===== src/rtl/nios_with_onchip_sdram_onchip_memory_arbiter.sv =====
// Round-robin arbiter sharing the single-port on-chip RAM between the Nios data master (m0)
// and a DMA master (m1), with read-return routing, OOR protection and optional post-reset scrub.
module nios_with_onchip_sdram_onchip_memory_arbiter #(
   parameter int ADDR_W    = 14,
   parameter int DATA_W    = 32,
   parameter int BE_W      = 4,
   parameter int NUM_WORDS = 12288,
   parameter int SCRUB_EN  = 0
) (
   input  logic              clk,
   input  logic              reset_n,
   input  logic [ADDR_W-1:0] m0_address,
   input  logic [BE_W-1:0]   m0_byteenable,
   input  logic              m0_read,
   input  logic              m0_write,
   input  logic [DATA_W-1:0] m0_writedata,
   output logic              m0_waitrequest,
   output logic [DATA_W-1:0] m0_readdata,
   output logic              m0_readdatavalid,
   input  logic [ADDR_W-1:0] m1_address,
   input  logic [BE_W-1:0]   m1_byteenable,
   input  logic              m1_read,
   input  logic              m1_write,
   input  logic [DATA_W-1:0] m1_writedata,
   output logic              m1_waitrequest,
   output logic [DATA_W-1:0] m1_readdata,
   output logic              m1_readdatavalid,
   output logic [ADDR_W-1:0] mem_address,
   output logic [BE_W-1:0]   mem_byteenable,
   output logic              mem_chipselect,
   output logic              mem_write,
   output logic [DATA_W-1:0] mem_writedata,
   output logic              mem_clken,
   input  logic [DATA_W-1:0] mem_readdata,
   output logic              busy,
   output logic              oor_err,
   input  logic              oor_err_clr
);

   typedef enum logic {ST_SCRUB, ST_RUN} state_t;

   localparam state_t            RESET_STATE = (SCRUB_EN != 0) ? ST_SCRUB : ST_RUN;
   localparam logic [ADDR_W:0]   DEPTH       = (ADDR_W+1)'(NUM_WORDS);
   localparam logic [ADDR_W-1:0] LAST_ADDR   = ADDR_W'(NUM_WORDS - 1);

   state_t            state_q, state_d;
   logic [ADDR_W-1:0] scrub_addr_q, scrub_addr_d;
   logic              last_q, last_d;
   logic              rd_pend_q, rd_pend_d;
   logic              rd_owner_q, rd_owner_d;
   logic              rd_oor_q, rd_oor_d;
   logic              oor_err_q, oor_err_d;

   logic              run, scrub;
   logic [1:0]        req, gnt, rd_in, wr_in, wait_o, rvalid_o;
   logic [ADDR_W-1:0] addr_in  [2];
   logic [BE_W-1:0]   be_in    [2];
   logic [DATA_W-1:0] wdata_in [2];
   logic [DATA_W-1:0] rdata_o  [2];

   logic              gnt_any, sel, g_read, g_write, g_in_range, rd_acc, err_set;
   logic [ADDR_W-1:0] g_addr;
   logic [BE_W-1:0]   g_be;
   logic [DATA_W-1:0] g_wdata;

   // reset_n gates the outputs directly so reset values appear without waiting for a clock
   assign run   = reset_n & (state_q == ST_RUN);
   assign scrub = reset_n & (state_q == ST_SCRUB);

   assign rd_in       = {m1_read, m0_read};
   assign wr_in       = {m1_write, m0_write};
   assign addr_in[0]  = m0_address;
   assign addr_in[1]  = m1_address;
   assign be_in[0]    = m0_byteenable;
   assign be_in[1]    = m1_byteenable;
   assign wdata_in[0] = m0_writedata;
   assign wdata_in[1] = m1_writedata;

   genvar gi;
   generate
      for (gi = 0; gi < 2; gi++) begin : g_master
         assign req[gi] = rd_in[gi] | wr_in[gi];
         // with both requesting, the master that was not granted last wins
         assign gnt[gi] = run & req[gi] & (~req[1-gi] | (last_q != 1'(gi)));
         assign wait_o[gi]   = ~run | (req[gi] & ~gnt[gi]);
         assign rvalid_o[gi] = rd_pend_q & (rd_owner_q == 1'(gi));
         assign rdata_o[gi]  = (rvalid_o[gi] & ~rd_oor_q) ? mem_readdata : '0;
      end
   endgenerate

   assign gnt_any    = |gnt;
   assign sel        = gnt[1];
   assign g_addr     = addr_in[sel];
   assign g_be       = be_in[sel];
   assign g_wdata    = wdata_in[sel];
   assign g_read     = rd_in[sel];
   assign g_write    = wr_in[sel];
   assign g_in_range = {1'b0, g_addr} < DEPTH;

   // a simultaneous read+write performs only the write
   assign rd_acc  = gnt_any & g_read & ~g_write;
   assign err_set = gnt_any & (~g_in_range | (g_read & g_write));

   assign m0_waitrequest   = wait_o[0];
   assign m1_waitrequest   = wait_o[1];
   assign m0_readdatavalid = rvalid_o[0];
   assign m1_readdatavalid = rvalid_o[1];
   assign m0_readdata      = rdata_o[0];
   assign m1_readdata      = rdata_o[1];

   assign mem_address    = scrub ? scrub_addr_q : g_addr;
   assign mem_byteenable = scrub ? '1 : g_be;
   assign mem_writedata  = scrub ? '0 : g_wdata;
   assign mem_chipselect = scrub | (gnt_any & g_in_range);
   assign mem_write      = scrub | (gnt_any & g_write);
   assign mem_clken      = reset_n;

   assign busy    = ~run;
   assign oor_err = oor_err_q;

   always_comb begin
      state_d      = state_q;
      scrub_addr_d = scrub_addr_q;
      last_d       = last_q;
      rd_pend_d    = rd_acc;
      rd_owner_d   = rd_owner_q;
      rd_oor_d     = rd_oor_q;
      oor_err_d    = err_set | (oor_err_q & ~oor_err_clr);
      if (state_q == ST_SCRUB) begin
         if (scrub_addr_q == LAST_ADDR) begin
            state_d      = ST_RUN;
            scrub_addr_d = '0;
         end else begin
            scrub_addr_d = scrub_addr_q + ADDR_W'(1);
         end
      end
      if (gnt_any) begin
         last_d = sel;
      end
      if (rd_acc) begin
         rd_owner_d = sel;
         rd_oor_d   = ~g_in_range;
      end
   end

   always_ff @(posedge clk or negedge reset_n) begin
      if (!reset_n) begin
         state_q      <= RESET_STATE;
         scrub_addr_q <= '0;
         last_q       <= 1'b1;
         rd_pend_q    <= 1'b0;
         rd_owner_q   <= 1'b0;
         rd_oor_q     <= 1'b0;
         oor_err_q    <= 1'b0;
      end else begin
         state_q      <= state_d;
         scrub_addr_q <= scrub_addr_d;
         last_q       <= last_d;
         rd_pend_q    <= rd_pend_d;
         rd_owner_q   <= rd_owner_d;
         rd_oor_q     <= rd_oor_d;
         oor_err_q    <= oor_err_d;
      end
   end

endmodule


===== config.mk =====
export PLATFORM = sky130hd
export DESIGN_NAME = nios_with_onchip_sdram_onchip_memory_arbiter
export DESIGN_NICKNAME = d
export VERILOG_FILES = /design/src/rtl/nios_with_onchip_sdram_onchip_memory_arbiter.sv
export SDC_FILE = /design/constraint.sdc
export NUM_CORES = 1
export LEC_CHECK = 0
export ABC_CLOCK_PERIOD_IN_PS = 1750
export BUFFER_PORTS_ARGS = -buffer_cell sky130_fd_sc_hd__buf_4
export CAP_MARGIN = 25
export CORE_AREA = 2 2 103 105
export CTS_CLUSTER_DIAMETER = 200
export DETAILED_ROUTE_END_ITERATION = 10
export DIE_AREA = 0 0 105 107
export MAX_ROUTING_LAYER = met4
export PLACE_DENSITY = 0.67
export SYNTH_ARGS = -nofsm -noshare
export SYNTH_HDL_FRONTEND = slang
export SYNTH_SLANG_ARGS = --single-unit
export TNS_END_PERCENT = 30

===== constraint.sdc =====
create_clock -name clk -period 1.75 [get_ports clk]
set_clock_uncertainty 0.2 [all_clocks]
set_input_delay 0.175 -clock clk [delete_from_list [all_inputs] [get_ports clk]]
set_output_delay 0.175 -clock clk [all_outputs]
set_load 0.005 [all_outputs]

==> results of run 1 <==
==> metrics by stage <==
stage          utilization  power (µW)
3_5_place_dp         0.461         988
6_report             0.544        1390
2_1_floorplan            -         579
4_1_cts              0.497        1330
5_1_grt              0.544        1460
3_3_place_gp         0.459         978
==> final cells by class <==
cell class / count / share of cell area
inverters: 7 / 0.00478
multi-input cells: 313 / 0.393
flip-flops and latches: 20 / 0.0916
repair buffers: 316 / 0.472
clock buffers: 4 / 0.00820
well taps: 136 / 0.0310
==> flip-flops by register name, summed over array words and instances, names as in the netlist <==
register and count:
scrub_addr_q 14, last_q 1, rd_owner_q 1, oor_err 1, rd_pend_q 1, state_q 1, rd_oor_q 1
==> final timing paths <==
path	to	cells after the start
worst max-delay path	mem_address[4]	7
worst max register to register	rd_oor_q	5
max in group asynchronous	scrub_addr_q[0]	4
min in group clk	oor_err	3
worst min register to register	oor_err	2
worst min-delay path	scrub_addr_q[10]	3
==> Yosys cell counts (3+ instances only) <==
| cell type | number | area share |
|---|---|---|
| a21oi_1 | 34 | 0.072 |
| a31oi_1 | 16 | 0.042 |
| and2_1 | 67 | 0.18 |
| buf_4 | 10 | 0.032 |
| buf_6 | 3 | 0.014 |
| clkbuf_1 | 13 | 0.021 |
| dfrtp_1 | 18 | 0.19 |
| inv_1 | 7 | 0.011 |
| nand2_1 | 110 | 0.18 |
| nand3_1 | 9 | 0.019 |
| nand4_1 | 3 | 0.0080 |
| nor2_1 | 21 | 0.033 |
| o21ai_0 | 8 | 0.017 |
| xnor2_1 | 4 | 0.015 |
| xor2_1 | 6 | 0.022 |
==> per-layer routing <==
metal	part of all wire	GRT usage	wire length [µm]
met3	0.070	0.0298	901
met5	0	-	0
met4	0.023	0.0762	295
met1	0.36	0.217	4600
met2	0.55	0.392	6990
==> worst max-delay path, stage by stage (launching register included) <==
cell and delay, ns:
dfstp_2 0.55, o211ai_1 0.18, buf_4 0.21, a21o_4 0.24, buf_12 0.17, nand2_1 0.07
a31oi_1 0.08, buf_4 0.15
==> cell families after synthesis <==
kind of cell / after synthesis / share of synthesized area
adder cells (fa/ha/maj): 1 / 0.00531
AND/OR/NAND/NOR: 227 / 0.477
buffers and inverters: 36 / 0.0839
multiplexers: 3 / 0.0133
AO/OA/AOI/OAI: 68 / 0.170
flip-flops: 20 / 0.213
XOR/XNOR: 10 / 0.0372
==> report_power, final <==
group	internal, µW	total [µW]	leakage (µW)	switching (µW)
clock network	162	312	0.0000228	150
registers	462	462	0.000258	0.0000000000000272
logic	375	614	0.00247	239
==> repair_timing <==
item	in CTS	in global routing
buffers inserted	9	2
pin swaps	7	44
gates resized for setup	44	100
gates cloned	5	4
hold buffers	2	2
endpoints found under the hold margin	21	6
endpoints found under the setup margin	121	121
==> run summary, run 1 <==
Footprint of the multi-input gates: 2160 µm²
Fin nets: 801
Clock transition at the registers of the reported paths: 0.08 ns
Commonest non-fill, non-tap cells in the layout: buf_4, nand2_1, and2_1, a21oi_2
Layout cells sized above 1: 0.623
Max FO, Critical Path: 8
#FFs+latches synth: 20
Max frequency: 438 MHz
Max_cap viols: 0
Most common cell after layout, fill and taps aside: buf_4
Rows: 37
H-tree depth: 1
Class of the worst hold path: input pin to asynchronous set/reset pin
Global route overflow: 0
Yosys warnings: 0
Fin area: 5490 µm²
Worst Setup End Kind: output pin
Via Count: 3780
Number of distinct library cells after synthesis: 44
Number of global-route vias before repair: 3673
Skew-Pair Late Insertion Delay: 0.25 ns
Maximum VDD drop: 0.163 mV
Vias per inst: 4.75
Tightest Pin Transition: 0.562 ns
Core ar.: 10100 µm²
CTS root buf: clkbuf_8
Mean Syn Cell Area: 6.46 µm²
Clock sinks: 20
Final WL: 12800 µm
TritonCTS clock tree: built
Total GRT Usage: 0.207
DIE WIDTH: 105 µm
RSZ-0062 raised after global routing: yes
Syn Inst Count: 365
Fin. max-slew vios: 0
Post-Syn Nets: 505
Synth Cell Area: 2360 µm²
Count of non-filler cells in the finished layout: 796
Antenna diodes: 0
Area growth syn-to-layout: 133%
IO Port Bufs: 261
Post-DP HPWL: 9260 µm
Failing checks: hold timing, setup timing
Minimum clock period after layout: 2.28 ns
# fillers: 922
Num CTS Buffers: 3
Slew Limit Headroom: 0.624
PwrDens: 253 nW/µm²
DP Area: 4650 µm²
Prevailing post-synth register cell: dfrtp_1
Pin count of the biggest net entering global routing: 34
Critical path type: flop to output pin
Leakage power: 0.00275 µW
Async SR Flop Fraction: 1.00
Post-synth EDFFs: 0
Finish-stage setup viols: 92
Worst Path Required: 1.37 ns
Fin worst setup slack: -0.535 ns
Setup Total Neg Slack: -29.72 ns
Seq/Total Area, Yosys: 0.213
I/O Pins: 262
# placed instances: 769
Starting Density: 0.234
Chip height: 107 µm
First-pass GRT wire length: 18400 µm
DRC: 0
Reg area: 503 µm²
CTS max path bufs: 2
Routability cong.: 0.867
Hold Fails Final Rpt: 12
Worst slack at placement: -0.345 ns
Critical Path Source: state_q
Routed Antenna Nets: 0
Min Hold Slack: -0.0238 ns
Die area: 11200 µm²
CP arrival: 1.91 ns
Pre-antenna DRT Iters: 4
Routed WL per cell: 16.1 µm
DRT iter0 DRCs: 265
Critical R2R Launch: state_q
Tcrit/Tclk final: 1.31
Initial antenna violation count: 0
Outcome: finished, violations left
Flop-to-flop setup slack: -0.20 ns
CP Launch Type: flop
No activity file was read; power rests on OpenSTA's default activity.
==> run 2, diff against run 1 <==
--- a/config.mk
+++ b/config.mk
@@ -5,15 +5,15 @@
 export SDC_FILE = /design/constraint.sdc
 export NUM_CORES = 1
 export LEC_CHECK = 0
+export ABC_AREA = 1
 export ABC_CLOCK_PERIOD_IN_PS = 1750
 export BUFFER_PORTS_ARGS = -buffer_cell sky130_fd_sc_hd__buf_4
 export CAP_MARGIN = 25
-export CORE_AREA = 2 2 103 105
+export CORE_AREA = 2 2 101 103
 export CTS_CLUSTER_DIAMETER = 200
 export DETAILED_ROUTE_END_ITERATION = 10
-export DIE_AREA = 0 0 105 107
+export DIE_AREA = 0 0 103 105
 export MAX_ROUTING_LAYER = met4
-export PLACE_DENSITY = 0.67
 export SYNTH_ARGS = -nofsm -noshare
 export SYNTH_HDL_FRONTEND = slang
 export SYNTH_SLANG_ARGS = --single-unit
==> run 2 against run 1 <==
Compared with the run above:
- the flow finishes with violations (setup timing)
- sequential share of layout area up 0.85 points
- synthesized cell count up 25%
- sequential power about the same
- cell count up 10%
==> run summary, run 2 <==
Max reg flops: 14
Core ar.: 9640 µm²
CP arrival: 1.78 ns
Max FO, Critical Path: 22
Pre-antenna DRT Iters: 5
Clock sinks: 20
Synth Area in Compound Gates: 0.135
Worst Setup End Kind: output pin
#FFs+latches synth: 20
H-tree depth: 1
Top cells by count, synth: nor2_1, nand2_1, inv_1
RSZ-0062 raised after global routing: yes
Seq/Total Area, Yosys: 0.210
Yosys warnings: 0
Most frequent cell after synthesis: nor2_1
Min Hold Slack: 0.102 ns
Chip height: 105 µm
Layout cells sized above 1: 0.468
Worst slack at placement: -0.267 ns
CP most frequent cell: nand2_4
Finish-stage setup viols: 54
Fin. max-slew vios: 0
PwrDens: 278 nW/µm²
I/O Pins: 262
Most common cell after layout, fill and taps aside: buf_4
TritonCTS clock tree: built
Fin nets: 884
Fin area: 5030 µm²
DRT iter0 DRCs: 186
Post-synthesis xor/xnor area fraction: 0.0183
Initial antenna violation count: 0
Mux cell area share after synthesis: 0
Critical Path Source: state_q
IO Port Bufs: 261
Routed WL per cell: 13.2 µm
Syn Inst Count: 458
Max_cap viols: 0
Hold Fails Final Rpt: 0
Routability cong.: 0.903
Synth top area share: 0.254
Mean Syn Cell Area: 5.22 µm²
First-pass GRT wire length: 17400 µm
Number of global-route vias before repair: 3570
Outcome: finished, violations left
Slew Limit Headroom: 0.438
Buf+Inv Stages, Crit Path: 3
CP Cell Sequence: nand2_4, nor2_4, nand2_4, buf_8, buf_12, nand2_1, a31oi_1, buf_4
CTS root buf: clkbuf_8
Maximum VDD drop: 0.166 mV
Leakage power: 0.00295 µW
DRC: 0
Crit path max-delay family: flip-flops
Global route overflow: 0
Failing checks: setup timing
Max frequency: 464 MHz
Synth top area cells: nor2_1, dfrtp_1, nand2_1
Class of the worst hold path: input pin to flop
Fin worst setup slack: -0.403 ns
Worst Path Required: 1.37 ns
CP Launch Type: flop
Post-DP HPWL: 9820 µm
Tcrit/Tclk final: 1.23
Area growth syn-to-layout: 110%
# fillers: 1016
Pin count of the biggest net entering global routing: 33
Clock transition at the registers of the reported paths: 0.07 ns
DP Area: 4690 µm²
Min-delay src: m0_read
Simple-gate portion of the synthesized area: 0.469
Die area: 10800 µm²
Critical path type: flop to output pin
Minimum clock period after layout: 2.15 ns
Skew-Pair Late Insertion Delay: 0.26 ns
Synth Cell Area: 2390 µm²
Rows: 36
Routed Antenna Nets: 0
Starting Density: 0.248
Total GRT Usage: 0.208
Post-Syn Nets: 598
Adder-cell share of the synthesized area: 0.00524
Tightest Pin Transition: 0.843 ns
Critical R2R Launch: state_q
Critical-path top delay cell: dfstp_2
Async SR Flop Fraction: 1.00
Vias per inst: 4.40
Synth area leader: nor2_1
Via Count: 3854
Antenna diodes: 0
Commonest non-fill, non-tap cells in the layout: buf_4, nor2_1, nand2_1, inv_1, o21ai_0
DIE WIDTH: 103 µm
Crit path largest cell delay: 0.56 ns
Prevailing post-synth register cell: dfrtp_1
Final WL: 11600 µm
Num CTS Buffers: 3
Largest family of logic cells by synthesized area: simple AND/OR/NAND/NOR gates
CTS max path bufs: 2
Post-synth EDFFs: 0
Top reg by flops: scrub_addr_q
Number of distinct library cells after synthesis: 29
[run 2: repair_timing]
action,in CTS,in global routing
buffers inserted,3,3
gates cloned,2,0
resized for setup,36,34
pin swaps,6,6
hold buffers,3,0
endpoints found under the hold margin,19,0
endpoints found under the setup margin,101,125
[run 2: layout make-up]
type	instances	area (µm²)	share of cell area
timing repair buffer	304	2410	0.480
multi-input combinational	347	1630	0.323
inverter	68	263	0.0523
sequential	20	503	0.100
clock buffer	4	55.1	0.0109
tap	133	166	0.0331
[run 2: cells by family (layout without fill, tap and decap cells)]
logic type               after synthesis  after routing
flip-flops                            20             20
AO/OA/AOI/OAI                         60             60
adder cells (fa/ha/maj)                1              1
buffers and inverters                 92            376
XOR/XNOR                               5              5
AND/OR/NAND/NOR                      280            281
[run 2: path summary, 6_finish.rpt]
check | slack (ns) | endpoint | cells after the start
setup / recovery | -0.40 | mem_address[11] | 8
hold / removal | 0.10 | rd_pend_q | 5
setup reg to reg | -0.26 | oor_err | 11
hold reg to reg | 0.30 | rd_oor_q | 2
max in group asynchronous | 0.56 | rd_owner_q | 4
min in group asynchronous | 0.27 | scrub_addr_q[4] | 4
[run 2: tightest hold or removal path: cells and delay by family]
family                 cells  cell delay [ns]
buffers and inverters      2             0.19
and+or+nand+nor            3             0.16
[run 2: routing by layer]
layer	share of wire	vias to the layer above	global-route usage
met5	0	-	-
li1	-	1963	-
met1	0.35	1700	0.210
met4	0.0089	0	0.0348
met3	0.11	7	0.0495
met2	0.54	184	0.402
[run 2: power breakdown]
part	switching, µW	internal [µW]
clock	156	200
combinational	222	360
sequential	0	462
[run 2: metrics by stage]
step / total power (µW) / cells / util / TNS (ns)
floorplan: 617 / 458 / - / 0
global placement: 1020 / 862 / 0.487 / -2.74
detailed placement: 1030 / 862 / 0.487 / -4.29
CTS: 1410 / 874 / 0.510 / -16.80
global route: 1480 / 876 / 0.522 / -24.37
finish: 1400 / 876 / 0.522 / -17.55
